===== src/rtl/iob_arbiter_rsp_demux.sv =====
// ----------------------------------------------------------------------------
// iob_arbiter_rsp_demux
//
// Return-path companion to the arbiter's priority encoder. Each issued request
// pushes its binary grant index into an in-order tag FIFO. The FIFO head is
// decoded to one-hot and used to steer each returning downstream response to
// the requester that issued it.
//
// Ports:
//   clk_i          clock
//   cke_i          clock enable; when low all state holds, no handshake
//   arst_i         asynchronous active-high reset
//   req_valid_i    request issued downstream this cycle
//   req_sel_i      binary grant index of the issued request
//   req_ready_o    tag FIFO can accept a new tag (not full)
//   rsp_valid_i    downstream response valid
//   rsp_data_i     downstream response data
//   rsp_ready_o    downstream response accepted
//   rsp_valid_o    per-requester response valid (N bits)
//   rsp_data_o     per-requester data, slice i = [i*DATA_W +: DATA_W]
//   rsp_ready_i    per-requester ready (N bits)
//   rsp_sel_o      one-hot decode of the FIFO head, zero when empty
//   outstanding_o  tag FIFO occupancy
//   err_o          sticky error: response with no tag, or out-of-range tag
//
// Optional feature macro: IOB_ARBITER_RSP_DEMUX_OUT_REG_EN
//   When defined, a one-entry output register stage follows the routing
//   logic, adding one cycle of response latency at full throughput.
// ----------------------------------------------------------------------------
module iob_arbiter_rsp_demux #(
    parameter int N      = 4,
    parameter int DATA_W = 32,
    parameter int DEPTH  = 4,
    parameter int SEL_W  = $clog2(N),
    parameter int CNT_W  = $clog2(DEPTH + 1)
) (
    input  logic                clk_i,
    input  logic                cke_i,
    input  logic                arst_i,
    input  logic                req_valid_i,
    input  logic [SEL_W-1:0]    req_sel_i,
    output logic                req_ready_o,
    input  logic                rsp_valid_i,
    input  logic [DATA_W-1:0]   rsp_data_i,
    output logic                rsp_ready_o,
    output logic [N-1:0]        rsp_valid_o,
    output logic [N*DATA_W-1:0] rsp_data_o,
    input  logic [N-1:0]        rsp_ready_i,
    output logic [N-1:0]        rsp_sel_o,
    output logic [CNT_W-1:0]    outstanding_o,
    output logic                err_o
);

    localparam int PTR_W = $clog2(DEPTH);

    logic [SEL_W-1:0] tagMem_q [DEPTH];
    logic [PTR_W-1:0] wrPtr_q;
    logic [PTR_W-1:0] rdPtr_q;
    logic [CNT_W-1:0] count_q;
    logic             err_q;

    logic             empty;
    logic             full;
    logic             push;
    logic             pop;
    logic             errSet;
    logic [SEL_W-1:0] headTag;
    logic [N-1:0]     headOneHot;
    logic             headOk;

    assign empty   = (count_q == '0);
    assign full    = (count_q == CNT_W'(DEPTH));
    assign headTag = tagMem_q[rdPtr_q];

    // A head tag that matches no port (only possible when N is not a power
    // of two) decodes to all-zero, which is how headOk detects it.
    always_comb begin
        headOneHot = '0;
        for (int i = 0; i < N; i++) begin
            headOneHot[i] = (headTag == SEL_W'(i));
        end
    end

    assign headOk = |headOneHot;

    // No full-bypass: a push is refused whenever the FIFO is full, even if a
    // pop happens in the same cycle.
    assign req_ready_o   = !full;
    assign push          = req_valid_i && req_ready_o && cke_i;
    assign pop           = rsp_valid_i && rsp_ready_o && cke_i;
    assign errSet        = rsp_valid_i && (empty || !headOk);
    assign outstanding_o = count_q;
    assign err_o         = err_q;

`ifdef IOB_ARBITER_RSP_DEMUX_OUT_REG_EN
    logic              stageValid_q;
    logic [DATA_W-1:0] stageData_q;
    logic [N-1:0]      stageSel_q;
    logic              stageDrain;

    assign stageDrain  = stageValid_q && |(stageSel_q & rsp_ready_i);
    assign rsp_ready_o = !empty && (!stageValid_q || stageDrain);

    // One-entry output stage. A pop loads it; a bad head tag loads an invalid
    // entry so the response is dropped. Otherwise it empties once drained.
    always_ff @(posedge clk_i or posedge arst_i) begin
        if (arst_i) begin
            stageValid_q <= 1'b0;
            stageData_q  <= '0;
            stageSel_q   <= '0;
        end else if (cke_i) begin
            if (pop) begin
                stageValid_q <= headOk;
                stageData_q  <= rsp_data_i;
                stageSel_q   <= headOneHot;
            end else if (stageDrain) begin
                stageValid_q <= 1'b0;
                stageSel_q   <= '0;
            end
        end
    end

    assign rsp_valid_o = stageValid_q ? stageSel_q : '0;
    assign rsp_data_o  = {N{stageData_q}};
    assign rsp_sel_o   = stageSel_q;
`else
    logic headReady;

    assign headReady = |(headOneHot & rsp_ready_i);

    // A bad head tag is always accepted so the response drains and is dropped.
    assign rsp_ready_o = !empty && (headOk ? headReady : 1'b1);
    assign rsp_valid_o = (!empty && rsp_valid_i) ? headOneHot : '0;
    assign rsp_data_o  = {N{rsp_data_i}};
    assign rsp_sel_o   = empty ? '0 : headOneHot;
`endif

    // Tag storage needs no reset: entries are only read once the count says
    // they were written.
    always_ff @(posedge clk_i) begin
        if (push) begin
            tagMem_q[wrPtr_q] <= req_sel_i;
        end
    end

    // Pointers wrap naturally because DEPTH is a power of two; the count
    // holds on a simultaneous push and pop.
    always_ff @(posedge clk_i or posedge arst_i) begin
        if (arst_i) begin
            wrPtr_q <= '0;
            rdPtr_q <= '0;
            count_q <= '0;
            err_q   <= 1'b0;
        end else if (cke_i) begin
            if (push) begin
                wrPtr_q <= wrPtr_q + PTR_W'(1);
            end
            if (pop) begin
                rdPtr_q <= rdPtr_q + PTR_W'(1);
            end
            if (push && !pop) begin
                count_q <= count_q + CNT_W'(1);
            end else if (pop && !push) begin
                count_q <= count_q - CNT_W'(1);
            end
            if (errSet) begin
                err_q <= 1'b1;
            end
        end
    end

endmodule


===== config.mk =====
export PLATFORM = sky130hd
export DESIGN_NAME = iob_arbiter_rsp_demux
export DESIGN_NICKNAME = d
export VERILOG_FILES = /design/src/rtl/iob_arbiter_rsp_demux.sv
export SDC_FILE = /design/constraint.sdc
export NUM_CORES = 1
export LEC_CHECK = 0
export CORE_MARGIN = 2
export CORE_UTILIZATION = 30
export CTS_BUF_LIST = sky130_fd_sc_hd__clkbuf_4 sky130_fd_sc_hd__clkbuf_8 sky130_fd_sc_hd__clkbuf_16
export CTS_CLUSTER_DIAMETER = 40
export CTS_CLUSTER_SIZE = 8
export DETAILED_ROUTE_END_ITERATION = 10
export GPL_TIMING_DRIVEN = 0
export PLACE_DENSITY = 0.83
export SYNTH_ARGS = -nofsm -noshare
export SYNTH_HDL_FRONTEND = slang
export SYNTH_SLANG_ARGS = --single-unit

===== constraint.sdc =====
create_clock -name clk_i -period 3.28 [get_ports clk_i]
set_clock_uncertainty 0.2 [all_clocks]
set_input_delay 0.492 -clock clk_i [delete_from_list [all_inputs] [get_ports clk_i]]
set_output_delay 0.492 -clock clk_i [all_outputs]
set_load 0.02 [all_outputs]

# Yosys cells after proc, flatten, opt, wreduce, memory -nomap -nowiden
# Memory sizes are Yosys's and may differ from the RTL's.
# Index checks and enable logic that the tools add are counted.
word_totals:
  inputBits: 43
  latchBits: 0
  ff_bits: 8
  wordCells: 45
  romBits: 0
  memories: 1
  mem_bits_rw: 8
mem_list:
  columns: ["name", "depth", "word_bits", "read_ports", "rd_clocked_by_memory_dff", "write_ports", "line_no", "text"]
  rows:
  - ["tagMem_q", 4, 2, 1, 0, 1, "56", "logic [SEL_W-1:0] tagMem_q [DEPTH];"]
classes:
  shifts: 0
  multipliers: 0
  eq_ne: 4
  div_mod_pow: 0
  bitwise: 1
  order_cmp: 0
  muxes: 7
  reduce_logical: 24
  add_sub_neg: 4
op_table:
  columns: ["cell", "count"]
  rows:
  - ["$logic_and A1 B1 Y1", 9]
  - ["$mux W4", 2]
  - ["$reduce_and A2 Y1", 4]
  - ["$reduce_or A4 Y1", 2]
  - ["$mux W3", 2]
  - ["$logic_not A1 Y1", 5]
  - ["$add A2 B1 Y2 const B", 2]
  - ["$and A4 B4 Y4", 1]
  - ["$eq A2 B2 Y1 const B", 2]
  - ["$add A3 B1 Y3 const B", 1]
  - ["$eq A3 B3 Y1 const B", 1]
  - ["$logic_not A3 Y1", 1]
  - ["$mux W1", 3]
  - ["$sub A3 B1 Y3 const B", 1]
  - ["$eq A2 B1 Y1 const B", 1]
  - ["$logic_not A2 Y1", 1]
  - ["$reduce_bool A2 Y1", 1]
  - ["$logic_or A1 B1 Y1", 1]

# Longest topological paths before layout
# An unclocked memory read counts as a cell.
logic_depth:
  word_depth: 12
  depth_mapped: 10
  ltp_nobuf: 10

# Least setup slack after synthesis
# OpenSTA, ideal clock, no wires.
synth_path:
  path_type: "register to register"
  start: "register rdPtr_q[0]"
  end: "register count_q[1] (netlist: outstanding_o[1])"
  stages_incl_launch_ff: 9
  t_arrival_ns: 2.396
  t_required_ns: 2.955
  path_slack_ns: 0.559
  setup_ns: 0.125
  cell_sequence: "dfrtp_1 -> mux4_2 -> mux2i_1 -> mux2i_2 -> nand4b_2 -> ha_1 -> inv_1 -> fa_1 -> mux2_2"
synth_via:
  elab_chain_len: 12
  word_cells_on_any_way: 18
  cone_classes: "eq/ne (3); mux (2); bitwise (1); reduce/logical (11); memory (1)"
synth_lines:
  columns: ["item", "line_no", "text"]
  rows:
  - ["start, declared", "58", "logic [PTR_W-1:0] rdPtr_q;"]
  - ["start signal, assigned", "159", "rdPtr_q <= rdPtr_q + PTR_W'(1);"]
  - ["$mem_v2 Z4 W2 *", null, null]
  - ["$eq A2 B1 Y1, or another cell as far along", "80", "headOneHot[i] = (headTag == SEL_W'(i));"]
  - ["$and A4 B4 Y4", "129", "assign headReady = |(headOneHot & rsp_ready_i);"]
  - ["$reduce_or A4 Y1", "129", null]
  - ["$mux W1 *", "132", "assign rsp_ready_o = !empty && (headOk ? headReady : 1'b1);"]
  - ["$logic_and A1 B1 Y1 *", "132", null]
  - ["$logic_and A1 B1 Y1 * (2 in series)", "90", "assign pop = rsp_valid_i && rsp_ready_o && cke_i;"]
  - ["$logic_not A1 Y1", "161", "if (push && !pop) begin"]
  - ["$logic_and A1 B1 Y1", "161", null]
  - ["$reduce_bool A2 Y1 (no line)", null, null]
  - ["$reduce_and A2 Y1 (no line)", null, null]
  - ["end signal, assigned", "162", "count_q <= count_q + CNT_W'(1);"]
  - ["end signal, assigned", "164", "count_q <= count_q - CNT_W'(1);"]
  - ["end, declared", "59", "logic [CNT_W-1:0] count_q;"]
# Mark *: on every way between the ends. The rest lies on a longest branch, timed or not.
# A chain may end at the register's enable or synchronous reset.

# Final worst setup path
layout_path:
  start: "register rdPtr_q[0]"
  end: "output rsp_ready_o"
layout_via:
  elab_chain_len: 6
  word_cells_on_any_way: 10
  cone_classes: "eq/ne (3); mux (1); bitwise (1); reduce/logical (4); memory (1)"
layout_lines:
  columns: ["item", "line_no", "text"]
  rows:
  - ["$mem_v2 Z4 W2 *", null, null]
  - ["$eq A2 B1 Y1, or another cell as far along", "80", null]
  - ["$and A4 B4 Y4", "129", null]
  - ["$reduce_or A4 Y1", "129", null]
  - ["$mux W1 *", "132", null]
  - ["$logic_and A1 B1 Y1 *", "132", null]
  - ["end, declared", "45", "output logic rsp_ready_o,"]
# Marks and branches as above.

==> impl_metrics.py <==
metrics = {
    "status": {
        "result_of_the_run": "finished clean",
    },
    "route": {
        "detail_route.wirelength.met1_mm": 1.50,
        "top_layer_used": "met4",
        "average_vias_per_placed_instance": 3.77,
        "wl_per_cell_um": 11.8,
        "drt-initial-drc-count": 13,
        "firstDrtPassIters": 2,
        "routed_wirelength_mm": 5.06,
        "drt_drc_violations_left": 0,
        "detail_route_met3_wl_um": 444,
        "dr_wl_met2_mm": 3.08,
        "route.antenna.remaining_nets": 0,
        "route.vias.total": 1619,
    },
    "sta": {
        "hold_viol_final": 0,
        "rsz_0062_raised_after_global_routing": "false",
        "maxSlewHeadroom": 0.677,
        "fin_worst_hold_slack_ns": 0.276,
        "totalNegativeSetupSlack_ns": 0,
        "final_critical_path_setup_slack_ns": 0.159,
        "tightestPinTransition_ns": 0.481,
        "timing.fmax_mhz": 320,
        "final_period_minus_worst_setup_slack_ns": 3.12,
        "finalCritPeriodShare": 0.952,
        "max_transition_viols_final": 0,
        "finalSetupViolCount": 0,
    },
    "worst_setup_path": {
        "cp_data_arrival_time_ns": 2.43,
        "cpLargestDelayFamily": "multiplexers",
        "timing.setup.critical_path_class": "reg -> out",
        "timing.critical_path.cells": "mux4_2, mux2i_1, mux2i_2, nor2b_1, clkdlybuf4s50_1",
        "timing.rr.start": "rdPtr_q[0]",
        "critical_path.max_fanout": 4,
        "critPathLaunch": "rdPtr_q[0]",
        "timing.critical_path.buf_inv": 1,
        "critPathCaptureType": "primary output",
        "worst_path_max_delay_cell": "clkdlybuf4s50_1",
        "required_time_of_the_critical_path_ns": 2.59,
        "worstSetupStartpointType": "flop",
        "slowest_cell_delay_on_critical_path_ns": 0.62,
    },
    "floorplanning": {
        "io_pins": 185,
        "die_extent_in_x_um": 81.6,
        "core_mm2": 0.00589,
        "rows": 28,
        "initial_standard_cell_utilization_of_the_core": 0.307,
        "die_height_um": 81.6,
        "design.die.area_mm2": 0.00666,
    },
    "clock_network": {
        "clock_insertion_delay_worst_skew_ns": 0.25,
        "clk_root_buffer_cell": "clkbuf_8",
        "cts_buffer_depth": 2,
        "htree_num_levels": 1,
        "numClockSinks": 16,
        "total_cts_buffers": 3,
        "clkTransAtPathRegs_ns": 0.06,
        "post_cts_resize_count": 0,
        "tritoncts": "built",
    },
    "placement": {
        "numPlacedInstances": 425,
        "detailed_place_hpwl_mm": 4.67,
        "place_congestion": 0.766,
        "port_buffers": 152,
        "dpl-instance-area_mm2": 0.00342,
        "detailedPlace.worstSlack_ns": 0.347,
    },
    "grt": {
        "grt_pass1_vias": 1445,
        "grt_start_max_net_pins": 10,
        "antenna_violations_before_repair": 0,
        "groute.usage.overall": 0.134,
        "wire_length_of_the_first_global_routing_pass_mm": 6.99,
        "grt-ovfl-total": 0,
    },
    "power": {
        "ir_drop_mv": 0.514,
        "power.static_leakage_nw": 1.59,
        "powerDensity_mw_per_mm2": 416,
        "net-switching-power_mw": 0.570,
        "p_int_mw": 0.875,
        "power.share.clock": 0.103,
        "p_sw_frac": 0.394,
        "seqPwrFrac": 0.233,
        "p_comb_frac": 0.664,
        "power_mw": 1.45,
    },
    "synthesis": {
        "netlist.top_cell.by_area": "buf_4",
        "avgSynthCellArea_um2": 9.13,
        "synth_enable_flop_cells": 8,
        "synth_flop_cell": "edfxtp_1",
        "ys_async_sr_fraction": 0.500,
        "synthDominantCellAreaShare": 0.531,
        "syn_nets": 247,
        "post_synthesis_cell_count": 198,
        "yosys.cell_types.count": 26,
        "synth-seq-cells": 16,
        "netlist_top_cells_area": "buf_4 53%, edfxtp_1 13%, dfrtp_1 11%",
        "syn_area_mm2": 0.00181,
        "ys_warn_count": 0,
        "seq_area_frac_synth": 0.244,
    },
    "finish": {
        "post-route-cell-area_mm2": 0.00348,
        "final_cell_mix": "152 x clkdlybuf4s50_1, 129 x buf_4, 10 x nor2_1",
        "final_common_cell": "clkdlybuf4s50_1",
        "diodes": 0,
        "ratio_of_cells_with_drive_above_1_in_the_final_layout": 0.389,
        "layout-area-overhead-vs-synth_pct": 92.2,
        "filler_cells_inserted": 529,
        "finish.net_count": 405,
        "final-instance-count-excl-fill": 430,
        "final_util": 0.591,
    },
    "hold_path": {
        "min-delay-start": "err_o",
        "class_of_the_tightest_hold_or_removal_check": "reg -> reg",
    },
    "flow_run": {
        "maxCapViolCount": 0,
    },
}
[cell usage after synthesis (2+ instances only)]
library cell,count
xnor2_1,5
nor2_1,10
and2_1,4
ha_1,5
nor2b_1,2
nand2_1,6
mux2i_1,2
dfrtp_1,8
buf_4,128
inv_1,5
edfxtp_1,8
[cells by family (layout without fill, tap and decap cells)]
kind of cell | after synthesis | after routing | share of synthesized area
AO/OA/AOI/OAI | 2 | 2 | 0.00761
flip-flops | 16 | 16 | 0.244
buffers and inverters | 134 | 291 | 0.544
multiplexers | 6 | 6 | 0.0519
XOR/XNOR | 6 | 6 | 0.0291
AND/OR/NAND/NOR | 28 | 28 | 0.0782
adder cells (fa/ha/maj) | 6 | 6 | 0.0457
[final timing paths]
check | end | cells past startpoint | slack [ns]
hold / removal | err_o | 1 | 0.28
setup reg to reg | outstanding_o[1] | 8 | 0.43
max in group asynchronous | rdPtr_q[1] | 2 | 2.34
setup / recovery | rsp_ready_o | 5 | 0.16
min in group asynchronous | outstanding_o[0] | 2 | 0.30
hold reg to reg | err_o | 1 | 0.28
[power by group through the flow]
stage / Combinational (mW) / Clock [mW] / Sequential, mW
2_1_floorplan: 0.554 / 0 / 0.357
3_3_place_gp: 0.947 / 0 / 0.337
3_5_place_dp: 0.963 / 0 / 0.341
4_1_cts: 0.964 / 0.151 / 0.338
5_1_grt: 1.03 / 0.159 / 0.347
6_report: 0.960 / 0.149 / 0.336
[registers in the layout (all words and copies together) (netlist names)]
signal / flops
wrPtr_q: 2
rdPtr_q: 2
outstanding_o: 3
err_o: 1
tagMem_q: 8
[layer usage]
metal,vias up,GRT usage
met5,-,0
li1,804,-
met1,741,0.119
met3,4,0.0231
met2,70,0.296
met4,0,0.0350
[layout make-up]
type	count	area, µm²	share of cell area
Timing Repair Buffer	153	1530	0.440
Buffer	129	965	0.278
Sequential cell	16	440	0.127
Multi-Input combinational cell	48	384	0.111
Tap cell	75	93.8	0.0270
Clock buffer	3	41.3	0.0119
Inverter	5	18.8	0.00540
Clock inverter	1	3.75	0.00108
[what timing repair did]
item / CTS / global route
setup buffers: 0 / 1
endpoints found under the setup margin: 0 / 1
endpoints found under the hold margin: 0 / 0
hold buffers: 0 / 0
(Power assumes the default switching activity.)
